$ cat src/rtl/exec_sequencer_if.sv
// Handshake/bus bundle between the execution sequencer and its fetch, decode
// and data-memory neighbours. The sequencer uses the master view.
interface exec_sequencer_if #(
  parameter int MICRO_LEN = 13
);
  logic                 inst_req;
  logic                 inst_rvalid;
  logic [31:0]          inst_rdata;
  logic [31:0]          inst_q;
  logic [MICRO_LEN-1:0] micro_cmd;
  logic                 hit;
  logic                 dmem_req;
  logic                 dmem_wr;
  logic [1:0]           dmem_size;
  logic                 dmem_ready;
  logic                 reg_we;
  logic                 pc_we;
  logic [2:0]           state;
  logic                 halted;
  logic [1:0]           trap;
  logic [31:0]          retire_cnt;

  modport master (
    output inst_req, inst_q, dmem_req, dmem_wr, dmem_size, reg_we, pc_we,
           state, halted, trap, retire_cnt,
    input  inst_rvalid, inst_rdata, micro_cmd, hit, dmem_ready
  );

  modport slave (
    input  inst_req, inst_q, dmem_req, dmem_wr, dmem_size, reg_we, pc_we,
           state, halted, trap, retire_cnt,
    output inst_rvalid, inst_rdata, micro_cmd, hit, dmem_ready
  );
endinterface

$ cat src/rtl/exec_sequencer.sv
// Multi-cycle instruction sequencer: fetch, decode, execute, optional data
// access with timeout, write-back; ebreak halts and faults trap until reset.
module exec_sequencer #(
  parameter int MICRO_LEN   = 13,
  parameter int MEM_TIMEOUT = 16
) (
  input logic              clk,
  input logic              rst,
  exec_sequencer_if.master bus
);
  localparam int              CNT_W    = $clog2(MEM_TIMEOUT) + 1;
  localparam logic [CNT_W-1:0] CNT_LAST = CNT_W'(MEM_TIMEOUT - 1);
  localparam logic [31:0]      EBREAK   = 32'h0010_0073;

  typedef enum logic [2:0] {
    S_FETCH  = 3'd0,
    S_DECODE = 3'd1,
    S_EXEC   = 3'd2,
    S_MEM    = 3'd3,
    S_WB     = 3'd4,
    S_HALT   = 3'd5,
    S_TRAP   = 3'd6
  } state_t;

  state_t               r_state;
  logic [31:0]          r_inst_q;
  logic [MICRO_LEN-1:0] r_micro;
  logic [CNT_W-1:0]     r_tmo_cnt;
  logic [31:0]          r_retire_cnt;
  logic                 r_halted;
  logic [1:0]           r_trap;

  logic       w_regen;
  logic [1:0] w_mwen;
  logic [1:0] w_mren;
  logic       w_has_mem;
  logic       w_unused_micro;

  // Fields not consumed here (PC source, ALU op, immediate type) belong to the datapath.
  assign w_regen        = r_micro[12];
  assign w_mwen         = r_micro[9:8];
  assign w_mren         = r_micro[7:6];
  assign w_has_mem      = (w_mwen != 2'b00) || (w_mren != 2'b00);
  assign w_unused_micro = ^r_micro;

  // Sequencer state machine and its sticky status registers.
  always_ff @(posedge clk) begin
    if (rst) begin
      r_state      <= S_FETCH;
      r_inst_q     <= 32'd0;
      r_micro      <= '0;
      r_tmo_cnt    <= '0;
      r_retire_cnt <= 32'd0;
      r_halted     <= 1'b0;
      r_trap       <= 2'b00;
    end else begin
      case (r_state)
        S_FETCH: begin
          if (bus.inst_rvalid) begin
            r_inst_q <= bus.inst_rdata;
            r_state  <= S_DECODE;
          end
        end
        S_DECODE: begin
          r_micro <= bus.micro_cmd;
          if (r_inst_q == EBREAK) begin
            r_halted <= 1'b1;
            r_state  <= S_HALT;
          end else if (!bus.hit) begin
            r_trap  <= 2'b01;
            r_state <= S_TRAP;
          end else begin
            r_state <= S_EXEC;
          end
        end
        S_EXEC: begin
          r_tmo_cnt <= '0;
          r_state   <= w_has_mem ? S_MEM : S_WB;
        end
        S_MEM: begin
          // A completing access wins over an expiring timeout in the same cycle.
          if (bus.dmem_ready) begin
            r_state <= S_WB;
          end else if (r_tmo_cnt == CNT_LAST) begin
            r_trap  <= 2'b10;
            r_state <= S_TRAP;
          end else begin
            r_tmo_cnt <= r_tmo_cnt + CNT_W'(1);
          end
        end
        S_WB: begin
          r_retire_cnt <= r_retire_cnt + 32'd1;
          r_state      <= S_FETCH;
        end
        S_HALT:  r_state <= S_HALT;
        S_TRAP:  r_state <= S_TRAP;
        default: r_state <= S_TRAP;
      endcase
    end
  end

  // Output decode from registered state; everything is forced low while in reset.
  always_comb begin
    bus.inst_req   = 1'b0;
    bus.dmem_req   = 1'b0;
    bus.dmem_wr    = 1'b0;
    bus.dmem_size  = 2'b00;
    bus.reg_we     = 1'b0;
    bus.pc_we      = 1'b0;
    bus.state      = 3'd0;
    bus.inst_q     = 32'd0;
    bus.halted     = 1'b0;
    bus.trap       = 2'b00;
    bus.retire_cnt = 32'd0;
    if (!rst) begin
      bus.state      = r_state;
      bus.inst_q     = r_inst_q;
      bus.halted     = r_halted;
      bus.trap       = r_trap;
      bus.retire_cnt = r_retire_cnt;
      case (r_state)
        S_FETCH: bus.inst_req = 1'b1;
        S_MEM: begin
          bus.dmem_req  = 1'b1;
          bus.dmem_wr   = (w_mwen != 2'b00);
          bus.dmem_size = (w_mwen != 2'b00) ? w_mwen : w_mren;
        end
        S_WB: begin
          bus.reg_we = w_regen;
          bus.pc_we  = 1'b1;
        end
        default: bus.inst_req = 1'b0;
      endcase
    end else begin
      bus.inst_req = 1'b0;
    end
  end
endmodule
$ cat src/flat_wrapper.sv
// flat-port wrapper written by rule: the top's interface ports become plain ports
module exec_sequencer_flat 
#(
  parameter int MICRO_LEN   = 13,
  parameter int MEM_TIMEOUT = 16
)
  (clk, rst, bus_inst_req, bus_inst_q, bus_dmem_req, bus_dmem_wr, bus_dmem_size, bus_reg_we, bus_pc_we, bus_state, bus_halted, bus_trap, bus_retire_cnt, bus_inst_rvalid, bus_inst_rdata, bus_micro_cmd, bus_hit, bus_dmem_ready);
  exec_sequencer_if #(.MICRO_LEN(MICRO_LEN)) bus_i ();
  input logic clk;
  input logic rst;
  output wire logic [$bits(bus_i.inst_req)-1:0] bus_inst_req;
  output wire logic [$bits(bus_i.inst_q)-1:0] bus_inst_q;
  output wire logic [$bits(bus_i.dmem_req)-1:0] bus_dmem_req;
  output wire logic [$bits(bus_i.dmem_wr)-1:0] bus_dmem_wr;
  output wire logic [$bits(bus_i.dmem_size)-1:0] bus_dmem_size;
  output wire logic [$bits(bus_i.reg_we)-1:0] bus_reg_we;
  output wire logic [$bits(bus_i.pc_we)-1:0] bus_pc_we;
  output wire logic [$bits(bus_i.state)-1:0] bus_state;
  output wire logic [$bits(bus_i.halted)-1:0] bus_halted;
  output wire logic [$bits(bus_i.trap)-1:0] bus_trap;
  output wire logic [$bits(bus_i.retire_cnt)-1:0] bus_retire_cnt;
  input wire logic [$bits(bus_i.inst_rvalid)-1:0] bus_inst_rvalid;
  input wire logic [$bits(bus_i.inst_rdata)-1:0] bus_inst_rdata;
  input wire logic [$bits(bus_i.micro_cmd)-1:0] bus_micro_cmd;
  input wire logic [$bits(bus_i.hit)-1:0] bus_hit;
  input wire logic [$bits(bus_i.dmem_ready)-1:0] bus_dmem_ready;
  assign bus_inst_req = bus_i.inst_req;
  assign bus_inst_q = bus_i.inst_q;
  assign bus_dmem_req = bus_i.dmem_req;
  assign bus_dmem_wr = bus_i.dmem_wr;
  assign bus_dmem_size = bus_i.dmem_size;
  assign bus_reg_we = bus_i.reg_we;
  assign bus_pc_we = bus_i.pc_we;
  assign bus_state = bus_i.state;
  assign bus_halted = bus_i.halted;
  assign bus_trap = bus_i.trap;
  assign bus_retire_cnt = bus_i.retire_cnt;
  assign bus_i.inst_rvalid = bus_inst_rvalid;
  assign bus_i.inst_rdata = bus_inst_rdata;
  assign bus_i.micro_cmd = bus_micro_cmd;
  assign bus_i.hit = bus_hit;
  assign bus_i.dmem_ready = bus_dmem_ready;
  exec_sequencer #(.MICRO_LEN(MICRO_LEN), .MEM_TIMEOUT(MEM_TIMEOUT)) u_core (.clk(clk), .rst(rst), .bus(bus_i));
endmodule
$ cat config.mk
export PLATFORM = sky130hd
export DESIGN_NAME = exec_sequencer_flat
export DESIGN_NICKNAME = d
export VERILOG_FILES = /design/src/rtl/exec_sequencer_if.sv /design/src/rtl/exec_sequencer.sv /design/src/flat_wrapper.sv
export SDC_FILE = /design/constraint.sdc
export NUM_CORES = 1
export LEC_CHECK = 0
export ABC_AREA = 0
export BUFFER_PORTS_ARGS = -buffer_cell sky130_fd_sc_hd__buf_2
export CORE_UTILIZATION = 51
export DETAILED_ROUTE_END_ITERATION = 10
export PLACE_DENSITY_LB_ADDON = 0.05
export SLEW_MARGIN = 0
export SYNTH_ARGS = -nofsm -noshare
export SYNTH_HDL_FRONTEND = slang
export SYNTH_SLANG_ARGS = --single-unit
$ cat constraint.sdc
create_clock -name clk -period 2.2 [get_ports clk]
set_input_delay 0 -clock clk [delete_from_list [all_inputs] [get_ports clk]]
set_output_delay 0 -clock clk [all_outputs]
set_load 0.005 [all_outputs]
# Word level (Yosys, flattened, before mapping)
# Cells that the tools add are included.
# word_totals
input_bits	50
elab_cells	67
out_inout_bits	77
regBits	88
romBits	0
latchBits	0
mem_count	0
mem_bits_rw	0
# classes
div_mod_pow	0
muxes	33
reduce_logical	11
order_cmp	0
multipliers	0
shifts	0
bitwise	0
n_addsub	2
n_eq_ne	14
# ops
operator	count
2-to-1 mux 32 bit	2
adder 32 x 1 -> 32 bit, second input constant	1
equality test 32 x 21 -> 1 bit, second input constant	1
2-to-1 mux 3 bit	7
case mux 3 bit (6 select lines)	1
2-to-1 mux 2 bit	8
2-to-1 mux 1 bit	11
2-to-1 mux 5 bit	2
!= test 2 bit, second input constant	5
case mux 5 bit (2 select lines)	1
nonzero test 2 bit	4
equality test 3 x 2 -> 1 bit, second input constant	2
equality test 3 bit, second input constant	2
AND reduction 2 bit	3
adder 5 x 1 -> 5 bit, second input constant	1
equality test 5 x 4 -> 1 bit, second input constant	1
AND reduction 5 bit	1
case mux 2 bit (2 select lines)	1
equality test 3 x 1 -> 1 bit, second input constant	1
logical NOT 3 bit	1
!= test 3 x 2 -> 1 bit, second input constant	1
AND reduction 3 bit	1
!= test 2 x 1 -> 1 bit, second input constant	1
logical OR 1 bit	1

# Longest topological paths before layout
# depth
depth_word	4
depth_mapped	8

# Worst setup path after synthesis
# Ideal clock, no wire load.
# synth_timing
kind	register to register
from	register u_core.r_tmo_cnt[0]
to	register u_core.r_tmo_cnt[3]
required_ns	2.105
setup_slack_ns	0.295
synth_period_minus_slack_ns	1.905
setup_ns	0.095
arrival_ns	1.810
stages_incl_launch_ff	8
path_buffers	0
cell_sequence	dfxtp_1 -> ha_1 -> and3_1 -> ha_1 -> o21ai_0 -> nand3b_1 -> or3_1 -> a221oi_1
# synth_via
elab_chain_len	4
elab_cells_between_ends	7
# synth_lines
element	line_no	rtl
start: declaration	exec_sequencer.sv:28	logic [CNT_W-1:0] r_tmo_cnt;
start signal: assignment	exec_sequencer.sv:88	r_tmo_cnt <= r_tmo_cnt + CNT_W'(1);
adder 5 x 1 -> 5 bit	exec_sequencer.sv:88	
2-to-1 mux 5 bit	exec_sequencer.sv:84	end else if (r_tmo_cnt == CNT_LAST) begin
2-to-1 mux 5 bit	exec_sequencer.sv:82	if (bus.dmem_ready) begin
case mux 5 bit (2 select lines)	exec_sequencer.sv:57	case (r_state)
# Parallel ways exist; a longest one is shown, timed or not. The select of a mux whose other input is x is not followed.
# A chain may end at the register's enable or synchronous reset.

# Final worst setup path
# layout_timing
from	register u_core.r_inst_q[11]
to	register u_core.r_state[2]
# layout_via
elab_chain_len	3
# layout_lines
element	line_no	rtl
start: declaration	exec_sequencer.sv:26	logic [31:0] r_inst_q;
start signal: assignment	exec_sequencer.sv:60	r_inst_q <= bus.inst_rdata;
equality test 32 x 21 -> 1 bit	exec_sequencer.sv:66	if (r_inst_q == EBREAK) begin
2-to-1 mux 3 bit	exec_sequencer.sv:66	
case mux 3 bit (6 select lines)	exec_sequencer.sv:57	
end signal: assignment	exec_sequencer.sv:78	r_state <= w_has_mem ? S_MEM : S_WB;
end: declaration	exec_sequencer.sv:25	state_t r_state;
# Every way passes these cells.

==> results list <==
- For this design the static power due to leakage is between 0.002 and 0.0025 uW.
- Combined flip-flop and latch cell area: approximately 1600 um^2
- The first global-routing pass estimated 15.7 mm of wire.
* Global routing usage summed across all routing layers: 0.236
* Via count of the first global-routing pass: between 3,000 and 4,000
* Area used by multi-input combinational logic: between 2000 and 2500 um^2
- STA classifies the critical path startpoint as a register.
* Critical path fanouts, max: 5
- Final worst path period need: approximately 1900 ps
* Cell depth of the worst min-delay path: 2
* Max-slew violation count: 0
- Clock latency on the worst-skew pair, taken at its later pin, is roughly 350 ps.
- CP bufs+invs: 1
- For this block, the routed nets add up to 9.50 mm of wire.
- The path with the worst hold slack has its endpoint at u_core.r_retire_cnt[5].
- Area of the mapped netlist: 3920 um^2
- The repair_antennas step left the layout with diodes totalling 0.
- Overall power consumption after layout is estimated at 3700 uW.
- The number of nets in the synthesized netlist is roughly 550.
- After clock tree synthesis, the repair step resized 0 gates.
- Part of the cycle the worst path needs: 0.866
* Crit-path leading delay family: simple AND/OR/NAND/NOR gates
- Worst-Margin Slew: 556 ps
- Final setup violation count: 0
- Setup slack on the worst reg-to-reg path comes out at about 300 ps.
* CTS H-tree depth: 3
* Post-synthesis sequential element count: 80
* Clk sink count: 80
* Layout net count: 700
- The die is 89.7 um tall.
- Relative to the synthesized area, the layout overhead comes to 33.0%.
* Fillcell total: ~620
- In this run the critical register-to-register path is launched from u_core.r_inst_q[11].
- Peak clock frequency supported by timing: roughly 530 MHz
* Worst relative slew slack: 0.629
* Iter 0 DRT Violations: approximately 130
- The worst hold path begins at rst.
- Across all layers, the routed design uses about 3,800 vias.
- Maximum cell stage delay along the critical path: around 370 ps
- Setup repair after global routing missed its margin: no
- In this run the core area contains 31 standard-cell rows.
- Number of optimization iterations in the first detailed-route pass: 4
- Cell Int Power: roughly 2600 uW
* Worst min-delay path class: in2reg
- TritonCTS built the clock tree.
* Switching Fraction: 0.290
- The number of setup buffers added after CTS is 0.
- Across the routed clock network, the largest skew measured is around 12 ps.
- Starting density of the core: 0.535
* Total global routing overflow: 0
- Start-to-end type of the worst setup path: reg2reg
- Result of the run: finished, final reports clean
- Switching Power: 1070 uW
- Core area: about 7300 um^2
- Antenna violations before repair: 0
* Final RePlAce weighted congestion: between 0.8 and 0.9
- Dividing the detail-routed via count by the number of cells gives 5.06.
- Clock Tree Root: sky130_fd_sc_hd__clkbuf_8
- Die area: 8050 um^2
- The clock passes through at most 2 buffers.
- Fraction of power consumed by the clock network: 0.329
- The count of nets left with antenna violations once routing finished came out at 0.
* Mean post-synth cell area: 7.85 um^2
- Dominant cell type by area after synthesis: sky130_fd_sc_hd__dfxtp_1
- Die width: 89.7 um
* Final count of hold timing violations: 0
- The share of total power dissipated in combinational logic is 0.222.
- Tracing the worst setup path back leads to its startpoint at u_core.r_inst_q[11].
- HPWL after detailed placement: between 6 and 7 mm
- At the worst endpoint, the arrival time is 2110 ps.
- Walking the worst path, the cells encountered are nor4_1 > nand4_1 > nor3_1 > buf_4 > nor2_1 > a2111oi_0.
- Synth warn: 0
- Post-synthesis cell count: 500
- Clock tree synthesis inserted a total of 9 buffers.
- The synthesized netlist contains 47 unique library cells.
- The worst register-to-register path has a depth of 6.
- The slowest stage of the critical path belongs to the cell sky130_fd_sc_hd__a2111oi_0.
* Pin count of the biggest net entering global routing: 67
- Max-cap violations in this run came to 0.
- Of the synthesized area, sequential elements account for 0.408.
- Top cells by area, synth: sky130_fd_sc_hd__dfxtp_1, sky130_fd_sc_hd__nor2b_1, sky130_fd_sc_hd__nand2_1, sky130_fd_sc_hd__a21oi_1, sky130_fd_sc_hd__nor2_1
* Fraction of synthesized cell area taken by the top area cell type: 0.408
- Element type at the critical path end: register
- Final routed wire length divided by cell count: 12.7 um
* Port Buf Inserts: roughly 120
- Post-CTS clock slew at the launch and capture registers of the worst setup and hold paths: roughly 80 ps
- For the worst setup path, the data required time is between 2000 and 2500 ps.
- The share of total power dissipated in sequential elements is 0.449.
* Sum of negative setup slack: 0 ps
* Power density normalized to cell area: between 700 and 800 nW/um^2
* Share of final-layout standard cells stronger than drive strength 1: 0.244
* Io pins: roughly 130
- In this run the critical register-to-register path is captured at u_core.r_state[2].
- Remaining DRCs: 0
- VDD sags by at most roughly 350 uV.
==> power groups by stage <==
stage / Sequential [uW] / Combinational [uW] / Clock (uW)
floorplan: 1680 / 526 / 0
CTS: 1660 / 813 / 1240
global route: 1680 / 916 / 1300
detailed placement: 1700 / 757 / 0
global placement: 1690 / 748 / 0
finish: 1660 / 821 / 1220
==> worst max-delay path by stage <==
| stage | end | slack, ps | cells past startpoint |
|---|---|---|---|
| after floorplan | u_core.r_tmo_cnt[3] | 290 | 7 |
| final | u_core.r_state[2] | 300 | 6 |
| after detailed placement | u_core.r_state[2] | 300 | 6 |
| after global routing | u_core.r_state[2] | 170 | 6 |
| after global placement | u_core.r_state[2] | 330 | 6 |
| after CTS | u_core.r_state[2] | 230 | 6 |
==> cells in the mapped netlist (all sizes together) <==
library cell  instances
or4                   1
nand2b                1
a21oi                48
o21bai                1
a22oi                 1
and4                  5
buf                   7
or2                   2
nand2                90
o21a                  1
o21ai                 7
clkbuf               24
a211oi                1
nand3                11
mux2                  1
a31oi                 1
nor3b                 2
o211ai                2
and3                  2
inv                  12
and4bb                1
nor3                 11
nor2b                64
xor2                 10
or3                   5
ha                    3
and4b                 1
a2111oi               1
nor4bb                1
a221oi                1
and2                  5
nor4b                 2
nand3b                2
o22a                  1
nor4                 14
dfxtp                80
nor2                 52
xnor2                18
nand4                 8
==> final cells by class <==
class                      instances  share of cell area
multi-input combinational        377               0.411
clock buffer                      11              0.0290
sequential                        80               0.307
inverter                          12             0.00863
timing repair buffer             167               0.205
clock inverter                     5              0.0151
tap                               99              0.0237
==> cells by family after synthesis <==
group,synth area share
AO/OA/AOI/OAI,0.0900
flip-flops,0.408
adder cells (fa/ha/maj),0.00957
XOR/XNOR,0.0625
AND/OR/NAND/NOR,0.382
buffers and inverters,0.0447
multiplexers,0.00287
==> repair_timing <==
action	in CTS	in global routing
hold buffers	39	0
endpoints found under the hold margin	39	0
endpoints found under the setup margin	0	0
==> registers in the layout, summed over array words and instances (netlist names) <==
signal and count:
u_core.r_inst_q 32, u_core.r_micro 5, u_core.r_trap 2, u_core.r_state 3, u_core.r_tmo_cnt 5, u_core.r_retire_cnt 32, u_core.r_halted 1
==> through the flow <==
| step | setup slack (ps) | utilization | cell area [um^2] | hold WS [ps] | cells |
|---|---|---|---|---|---|
| final | 295 | 0.712 | 5220 | 127 | 751 |
| after CTS | 226 | 0.712 | 5220 | 112 | 751 |
| after global routing | 167 | 0.712 | 5220 | 137 | 751 |
| after detailed placement | 298 | 0.627 | 4600 | 250 | 696 |
| after global placement | 327 | 0.627 | 4600 | 240 | 696 |
| after floorplan | 295 | - | 3920 | 35.3 | 500 |
==> per-layer routing <==
metal  vias up  track usage  wire [um]
met5         -            0          0
met4         0       0.0861        129
met3        10       0.0347        472
met2        97        0.417       4550
met1      1743        0.291       4350
li1       1950            -          -
==> cells in the final DEF, fill, tap and decap left out, types with 11 or more instances in the layout <==
cell type	synthesis	layout
sky130_fd_sc_hd__a21oi_1	48	48
sky130_fd_sc_hd__buf_2	2	117
sky130_fd_sc_hd__clkbuf_8	0	11
sky130_fd_sc_hd__dfxtp_1	80	80
sky130_fd_sc_hd__dlygate4sd3_1	0	39
sky130_fd_sc_hd__inv_1	12	12
sky130_fd_sc_hd__nand2_1	90	90
sky130_fd_sc_hd__nand3_1	11	11
sky130_fd_sc_hd__nor2_1	52	52
sky130_fd_sc_hd__nor2b_1	64	64
sky130_fd_sc_hd__xnor2_1	18	18
Power figures use the tool's default switching activity.
